`src/rtl/line_mem_arbiter_if.sv`:
```
// Cache line-fill/writeback ports and the shared burst memory port of line_mem_arbiter.
// slave is the arbiter side; master is the side driving the requests and the memory responses.
interface line_mem_arbiter_if #(
    parameter int ADDR_W = 32,
    parameter int BEAT_W = 64,
    parameter int BEATS  = 4
);
    localparam int LINE_W = BEAT_W * BEATS;

    logic              i_read;
    logic [ADDR_W-1:0] i_addr;
    logic [LINE_W-1:0] i_rdata;
    logic              i_resp;

    logic              d_read;
    logic              d_write;
    logic [ADDR_W-1:0] d_addr;
    logic [LINE_W-1:0] d_wdata;
    logic [LINE_W-1:0] d_rdata;
    logic              d_resp;

    logic              mem_read;
    logic              mem_write;
    logic [ADDR_W-1:0] mem_addr;
    logic [BEAT_W-1:0] mem_wdata;
    logic [BEAT_W-1:0] mem_rdata;
    logic              mem_resp;

    modport slave (
        input  i_read, i_addr, d_read, d_write, d_addr, d_wdata, mem_rdata, mem_resp,
        output i_rdata, i_resp, d_rdata, d_resp, mem_read, mem_write, mem_addr, mem_wdata
    );

    modport master (
        output i_read, i_addr, d_read, d_write, d_addr, d_wdata, mem_rdata, mem_resp,
        input  i_rdata, i_resp, d_rdata, d_resp, mem_read, mem_write, mem_addr, mem_wdata
    );
endinterface

```
`src/rtl/line_mem_arbiter.sv`:
```
// Round-robin arbiter sharing one burst memory port between the I-cache and D-cache,
// sequencing each granted line as a BEATS-beat burst and pulsing a one-cycle completion.
module line_mem_arbiter #(
    parameter int ADDR_W = 32,
    parameter int BEAT_W = 64,
    parameter int BEATS  = 4
) (
    input  logic              clk,
    input  logic              rst,
    line_mem_arbiter_if.slave bus
);
    localparam int LINE_W = BEAT_W * BEATS;
    localparam int CNT_W  = (BEATS > 1) ? $clog2(BEATS) : 1;
    localparam int OFF_W  = $clog2(LINE_W / 8);
    localparam logic [CNT_W-1:0] LAST_BEAT = CNT_W'(BEATS - 1);
    localparam logic GRANT_I = 1'b0;
    localparam logic GRANT_D = 1'b1;

    typedef enum logic [2:0] {
        IDLE,
        I_RD,
        D_RD,
        D_WR,
        DONE_I,
        DONE_D
    } state_t;

    state_t            state;
    logic [CNT_W-1:0]  cnt;
    logic              last_grant;
    logic [ADDR_W-1:0] addr_q;
    logic [LINE_W-1:0] wbuf;
    logic [LINE_W-1:0] line_buf;
    logic [LINE_W-1:0] i_rdata_q;
    logic [LINE_W-1:0] d_rdata_q;
    logic              mem_read_q;
    logic              mem_write_q;
    logic              i_resp_q;
    logic              d_resp_q;

    logic i_pend;
    logic d_pend;
    logic pick_d;
    logic unused_addr_bits;

    function automatic logic [ADDR_W-1:0] line_align(input logic [ADDR_W-1:0] a);
        return {a[ADDR_W-1:OFF_W], {OFF_W{1'b0}}};
    endfunction

    function automatic logic [LINE_W-1:0] put_beat(input logic [LINE_W-1:0] line,
                                                   input logic [CNT_W-1:0]  idx,
                                                   input logic [BEAT_W-1:0] beat);
        logic [LINE_W-1:0] r;
        r = line;
        r[int'(idx)*BEAT_W +: BEAT_W] = beat;
        return r;
    endfunction

    function automatic logic [BEAT_W-1:0] get_beat(input logic [LINE_W-1:0] line,
                                                   input logic [CNT_W-1:0]  idx);
        return line[int'(idx)*BEAT_W +: BEAT_W];
    endfunction

    // On a tie the side that did not win last time is granted.
    always_comb begin
        i_pend = bus.i_read;
        d_pend = bus.d_read | bus.d_write;
        pick_d = d_pend & (~i_pend | (last_grant == GRANT_I));
    end

    // Byte offset within a line is discarded by design.
    assign unused_addr_bits = ^{bus.i_addr[OFF_W-1:0], bus.d_addr[OFF_W-1:0]};

    always_ff @(posedge clk) begin
        if (rst) begin
            state       <= IDLE;
            cnt         <= '0;
            last_grant  <= GRANT_D;
            addr_q      <= '0;
            wbuf        <= '0;
            line_buf    <= '0;
            i_rdata_q   <= '0;
            d_rdata_q   <= '0;
            mem_read_q  <= 1'b0;
            mem_write_q <= 1'b0;
            i_resp_q    <= 1'b0;
            d_resp_q    <= 1'b0;
        end else begin
            unique case (state)
                IDLE: begin
                    if (pick_d) begin
                        last_grant <= GRANT_D;
                        addr_q     <= line_align(bus.d_addr);
                        // A dirty writeback always goes out before the fill.
                        if (bus.d_write) begin
                            wbuf        <= bus.d_wdata;
                            mem_write_q <= 1'b1;
                            state       <= D_WR;
                        end else begin
                            mem_read_q <= 1'b1;
                            state      <= D_RD;
                        end
                    end else if (i_pend) begin
                        last_grant <= GRANT_I;
                        addr_q     <= line_align(bus.i_addr);
                        mem_read_q <= 1'b1;
                        state      <= I_RD;
                    end
                end

                I_RD, D_RD: begin
                    if (bus.mem_resp) begin
                        if (cnt == LAST_BEAT) begin
                            mem_read_q <= 1'b0;
                            cnt        <= '0;
                            if (state == I_RD) begin
                                i_rdata_q <= put_beat(line_buf, cnt, bus.mem_rdata);
                                i_resp_q  <= 1'b1;
                                state     <= DONE_I;
                            end else begin
                                d_rdata_q <= put_beat(line_buf, cnt, bus.mem_rdata);
                                d_resp_q  <= 1'b1;
                                state     <= DONE_D;
                            end
                        end else begin
                            line_buf <= put_beat(line_buf, cnt, bus.mem_rdata);
                            cnt      <= cnt + CNT_W'(1);
                        end
                    end
                end

                D_WR: begin
                    if (bus.mem_resp) begin
                        if (cnt == LAST_BEAT) begin
                            mem_write_q <= 1'b0;
                            cnt         <= '0;
                            d_resp_q    <= 1'b1;
                            state       <= DONE_D;
                        end else begin
                            cnt <= cnt + CNT_W'(1);
                        end
                    end
                end

                DONE_I: begin
                    i_resp_q <= 1'b0;
                    state    <= IDLE;
                end

                DONE_D: begin
                    d_resp_q <= 1'b0;
                    state    <= IDLE;
                end

                default: state <= IDLE;
            endcase
        end
    end

    assign bus.mem_read  = mem_read_q;
    assign bus.mem_write = mem_write_q;
    assign bus.mem_addr  = addr_q;
    assign bus.mem_wdata = (state == D_WR) ? get_beat(wbuf, cnt) : '0;
    assign bus.i_rdata   = i_rdata_q;
    assign bus.i_resp    = i_resp_q;
    assign bus.d_rdata   = d_rdata_q;
    assign bus.d_resp    = d_resp_q;
endmodule

```
`src/flat_wrapper.sv`:
```
// flat-port wrapper written by rule: the top's interface ports become plain ports
module line_mem_arbiter_flat 
#(
    parameter int ADDR_W = 32,
    parameter int BEAT_W = 64,
    parameter int BEATS  = 4
)
  (clk, rst, bus_i_read, bus_i_addr, bus_d_read, bus_d_write, bus_d_addr, bus_d_wdata, bus_mem_rdata, bus_mem_resp, bus_i_rdata, bus_i_resp, bus_d_rdata, bus_d_resp, bus_mem_read, bus_mem_write, bus_mem_addr, bus_mem_wdata);
  line_mem_arbiter_if #(.ADDR_W(ADDR_W), .BEAT_W(BEAT_W), .BEATS(BEATS)) bus_i ();
  input  logic clk;
  input  logic rst;
  input wire logic [$bits(bus_i.i_read)-1:0] bus_i_read;
  input wire logic [$bits(bus_i.i_addr)-1:0] bus_i_addr;
  input wire logic [$bits(bus_i.d_read)-1:0] bus_d_read;
  input wire logic [$bits(bus_i.d_write)-1:0] bus_d_write;
  input wire logic [$bits(bus_i.d_addr)-1:0] bus_d_addr;
  input wire logic [$bits(bus_i.d_wdata)-1:0] bus_d_wdata;
  input wire logic [$bits(bus_i.mem_rdata)-1:0] bus_mem_rdata;
  input wire logic [$bits(bus_i.mem_resp)-1:0] bus_mem_resp;
  output wire logic [$bits(bus_i.i_rdata)-1:0] bus_i_rdata;
  output wire logic [$bits(bus_i.i_resp)-1:0] bus_i_resp;
  output wire logic [$bits(bus_i.d_rdata)-1:0] bus_d_rdata;
  output wire logic [$bits(bus_i.d_resp)-1:0] bus_d_resp;
  output wire logic [$bits(bus_i.mem_read)-1:0] bus_mem_read;
  output wire logic [$bits(bus_i.mem_write)-1:0] bus_mem_write;
  output wire logic [$bits(bus_i.mem_addr)-1:0] bus_mem_addr;
  output wire logic [$bits(bus_i.mem_wdata)-1:0] bus_mem_wdata;
  assign bus_i.i_read = bus_i_read;
  assign bus_i.i_addr = bus_i_addr;
  assign bus_i.d_read = bus_d_read;
  assign bus_i.d_write = bus_d_write;
  assign bus_i.d_addr = bus_d_addr;
  assign bus_i.d_wdata = bus_d_wdata;
  assign bus_i.mem_rdata = bus_mem_rdata;
  assign bus_i.mem_resp = bus_mem_resp;
  assign bus_i_rdata = bus_i.i_rdata;
  assign bus_i_resp = bus_i.i_resp;
  assign bus_d_rdata = bus_i.d_rdata;
  assign bus_d_resp = bus_i.d_resp;
  assign bus_mem_read = bus_i.mem_read;
  assign bus_mem_write = bus_i.mem_write;
  assign bus_mem_addr = bus_i.mem_addr;
  assign bus_mem_wdata = bus_i.mem_wdata;
  line_mem_arbiter #(.ADDR_W(ADDR_W), .BEAT_W(BEAT_W), .BEATS(BEATS)) u_core (.clk(clk), .rst(rst), .bus(bus_i));
endmodule
```
`config.mk`:
```
export PLATFORM = sky130hd
export DESIGN_NAME = line_mem_arbiter_flat
export DESIGN_NICKNAME = d
export VERILOG_FILES = /design/src/rtl/line_mem_arbiter_if.sv /design/src/rtl/line_mem_arbiter.sv /design/src/flat_wrapper.sv
export SDC_FILE = /design/constraint.sdc
export NUM_CORES = 2
export LEC_CHECK = 0
export CORE_AREA = 2 2 390 392
export CTS_CLUSTER_DIAMETER = 200
export DETAILED_ROUTE_END_ITERATION = 6
export DIE_AREA = 0 0 392 394
export PLACE_DENSITY = 0.58
export SKIP_LAST_GASP = 1
export SLEW_MARGIN = 40
export SYNTH_ARGS = -nofsm -noshare
export SYNTH_HDL_FRONTEND = slang
export SYNTH_SLANG_ARGS = --single-unit
```
`constraint.sdc`:
```
create_clock -name clk -period 3.38 [get_ports clk]
set_input_delay 0.338 -clock clk [delete_from_list [all_inputs] [get_ports clk]]
set_output_delay 0.338 -clock clk [all_outputs]
set_load 0.1 [all_outputs]
```
==> results_dict.tcl <==
set metrics [dict create \
    outcome "completed" \
    pwr_density_cell_nw_per_um2 539 \
    num_rows 143 \
    setup_violations 0 \
    setup_tns_ns 0 \
    cts_made_buffers 116 \
    min_period_over_period_pct 94.0 \
    crit_chain "buf_12 -> mux4_2 -> nor2b_1 -> buf_4" \
    worst_path_max_delay_cell "dfxtp_4" \
    ys_ff_latch 1061 \
    drive_gt1_share_pct 17.2 \
    synth_top_cell_by_area "dfxtp_1" \
    cts_hold_buffers 0 \
    die_w_microns 392 \
    synth.area.mux_share_pct 3.43 \
    synthCells 4891 \
    drv_cap 0 \
    skew_ns 0.0619 \
    tightest_slew_ns 0.865 \
    leakage_nw 21.8 \
    rsz0062_at_grt "false" \
    peakVddDrop_uv 455 \
    grt_max_degree 164 \
    layout.cells.most_common "dfxtp_1" \
    die_h_microns 394 \
    setup.worst_path.end_class "output port" \
    fill_cells 15600 \
    drt_iter0_markers 2849 \
    firstDrtPassIters 5 \
    mostFrequentLayoutCells "dfxtp_1 (1059), nor2_1 (802), nor3_1 (580), nand2_1 (572), buf_2 (490)" \
    antenna_found_initial 38 \
    hold_class "in -> reg" \
    htreeDepth 3 \
    synth-edff-count 0 \
    path_max_fanout 66 \
    overflow 0 \
    path_class "reg -> out" \
    yosys.area_share.simple_pct 24.5 \
    final_antenna_net_count 0 \
    clkLatencyLatePin_ns 0.76 \
    slew_headroom_pct 42.4 \
    seqCellArea_sq_um 21200 \
    via_per_inst 5.04 \
    nets 5980 \
    dieArea_sq_um 154000 \
    core-area_sq_um 151000 \
    yosys.cell_types.count 42 \
    ys_top_cells_by_area "dfxtp_1 (51%), nor2_1 (7.2%), nor3_1 (6.9%)" \
    synth-compound-area-share_pct 16.2 \
    async_flop_share_pct 0 \
    netlist_area_sq_um 42000 \
    io_buffers 986 \
    dp_slack_ns 0.556 \
    cts_root_buf "clkbuf_16" \
    synth_flop_cell "dfxtp_1" \
    worst_slack_ns 0.202 \
    wl_per_cell_microns 22.9 \
    critical-path-max-stage-delay_ns 0.45 \
    synth_top_family_by_area "simple AND/OR/NAND/NOR gates" \
    cts_buffer_depth 3 \
    synth_top_area_share_pct 50.6 \
    synthXorXnorAreaFrac_pct 0.0209 \
    drc_errors 0 \
    multi_input_area_sq_um 18800 \
    cp-start-kind "register" \
    totalWireLength_microns 177000 \
    cts_resized 0 \
    post_cts_buffers 0 \
    critPathTopFamily "buffers and inverters" \
    synthAdderAreaFrac_pct 0.179 \
    post-dp-hpwl_microns 123000 \
    gp_congestion 0.871 \
    clock-sinks 1061 \
    hold_violations 0 \
    start_util_pct 27.9 \
    yosysSeqAreaShare_pct 50.6 \
    arrival_ns 2.84 \
    required_ns 3.04 \
    grtUsageTotal_pct 21.7 \
    ioPinCount 1002 \
    final_max_slew_viol_count 0 \
    cts_tree "built" \
    area_growth_pct 30.9 \
    grt_pass1_vias 36700 \
    max_freq_mhz 315 \
    via_count 38900 \
    grt_pass1_wl_microns 252000 \
    yosys_warnings 0 \
    clk_pin_slew_ns 0.06 \
    timing.critical_path.buf_inv 2 \
    min_period_ns 3.18 \
    syn_area_per_cell_sq_um 8.58 \
]
## layout make-up
type,count,share of cell area (%)
well taps,2030,4.62
multi-input cells,3321,34.1
repair buffers,1079,15.4
inverters,5,0.0364
diodes,10,0.0455
clock buffers,176,6.29
clock inverters,34,0.804
flip-flops and latches,1061,38.7
## through the flow
stage	instance area [sq um]	total power [mW]	utilization (%)	instances	hold WS (ns)
global placement	53400	17.0	35.5	7494	0.438
detailed placement	51000	17.0	33.9	7496	0.443
floorplan	42000	15.6	-	4895	0.433
CTS	54900	29.9	36.5	7706	0.0614
finish	55000	29.6	36.5	7716	0.135
global route	55000	30.6	36.5	7715	0.0961
## worst paths after layout
path                    startpoint                   to  slack [ns]  cells after the start
setup / recovery     u_core.cnt[0]    bus_mem_wdata[32]        0.20                      4
hold / removal    bus_d_wdata[161]     u_core.wbuf[161]        0.14                      3
setup reg to reg     u_core.cnt[0]  u_core.line_buf[26]        0.77                      7
hold reg to reg   u_core.wbuf[244]     u_core.wbuf[244]        0.45                      2
## tightest hold or removal path: stages
cell and delay, ns:
clkdlybuf4s50_1 0.39, nand2_1 0.05, a21oi_1 0.05
## sequential cells by signal (all words and copies together), names as in the netlist
name / count
u_core.bus.mem_addr: 27
u_core.bus.i_resp: 1
u_core.wbuf: 256
u_core.bus.i_rdata: 256
u_core.bus.d_rdata: 256
u_core.line_buf: 256
u_core.state: 3
u_core.bus.d_resp: 1
u_core.last_grant: 1
u_core.bus.mem_write: 1
u_core.cnt: 2
u_core.bus.mem_read: 1
## report_power, final
part           internal (mW)  switching, mW
combinational           1.20           2.41
sequential              12.9          0.213
clock                   7.32           5.59
## cell families after synthesis
family / count (synthesis)
AND/OR/NAND/NOR: 2299
buffers and inverters: 513
flip-flops: 1061
adder cells (fa/ha/maj): 6
multiplexers: 64
AO/OA/AOI/OAI: 946
XOR/XNOR: 1
other: 1
## metal layers
| layer | vias to the layer above | GRT usage, % | routed length, microns |
|---|---|---|---|
| met4 | 42 | 7.54 | 5900 |
| li1 | 18300 | - | - |
| met5 | - | 0 | 287 |
| met1 | 18800 | 27.0 | 71500 |
| met3 | 304 | 5.86 | 15000 |
| met2 | 1466 | 36.1 | 84100 |
## synthesized netlist by cell type (2+ instances only)
master    instances
dfxtp_1        1061
nor2_1          803
nor3_1          580
nand2_1         572
a211oi_1        384
clkbuf_1        338
nor2b_1         320
a21oi_1         263
a22o_1          256
buf_2           135
mux4_2           64
a311oi_1         28
buf_1            24
buf_4             6
ha_1              6
o21ai_0           6
buf_6             5
inv_1             4
a21oi_2           3
and2_1            3
nand3_1           3
and3_1            2
and4_1            2
nand2b_1          2
nor3_4            2
nor4_1            2
or2_2             2
Note: power is estimated with default switching activity, not from simulation.
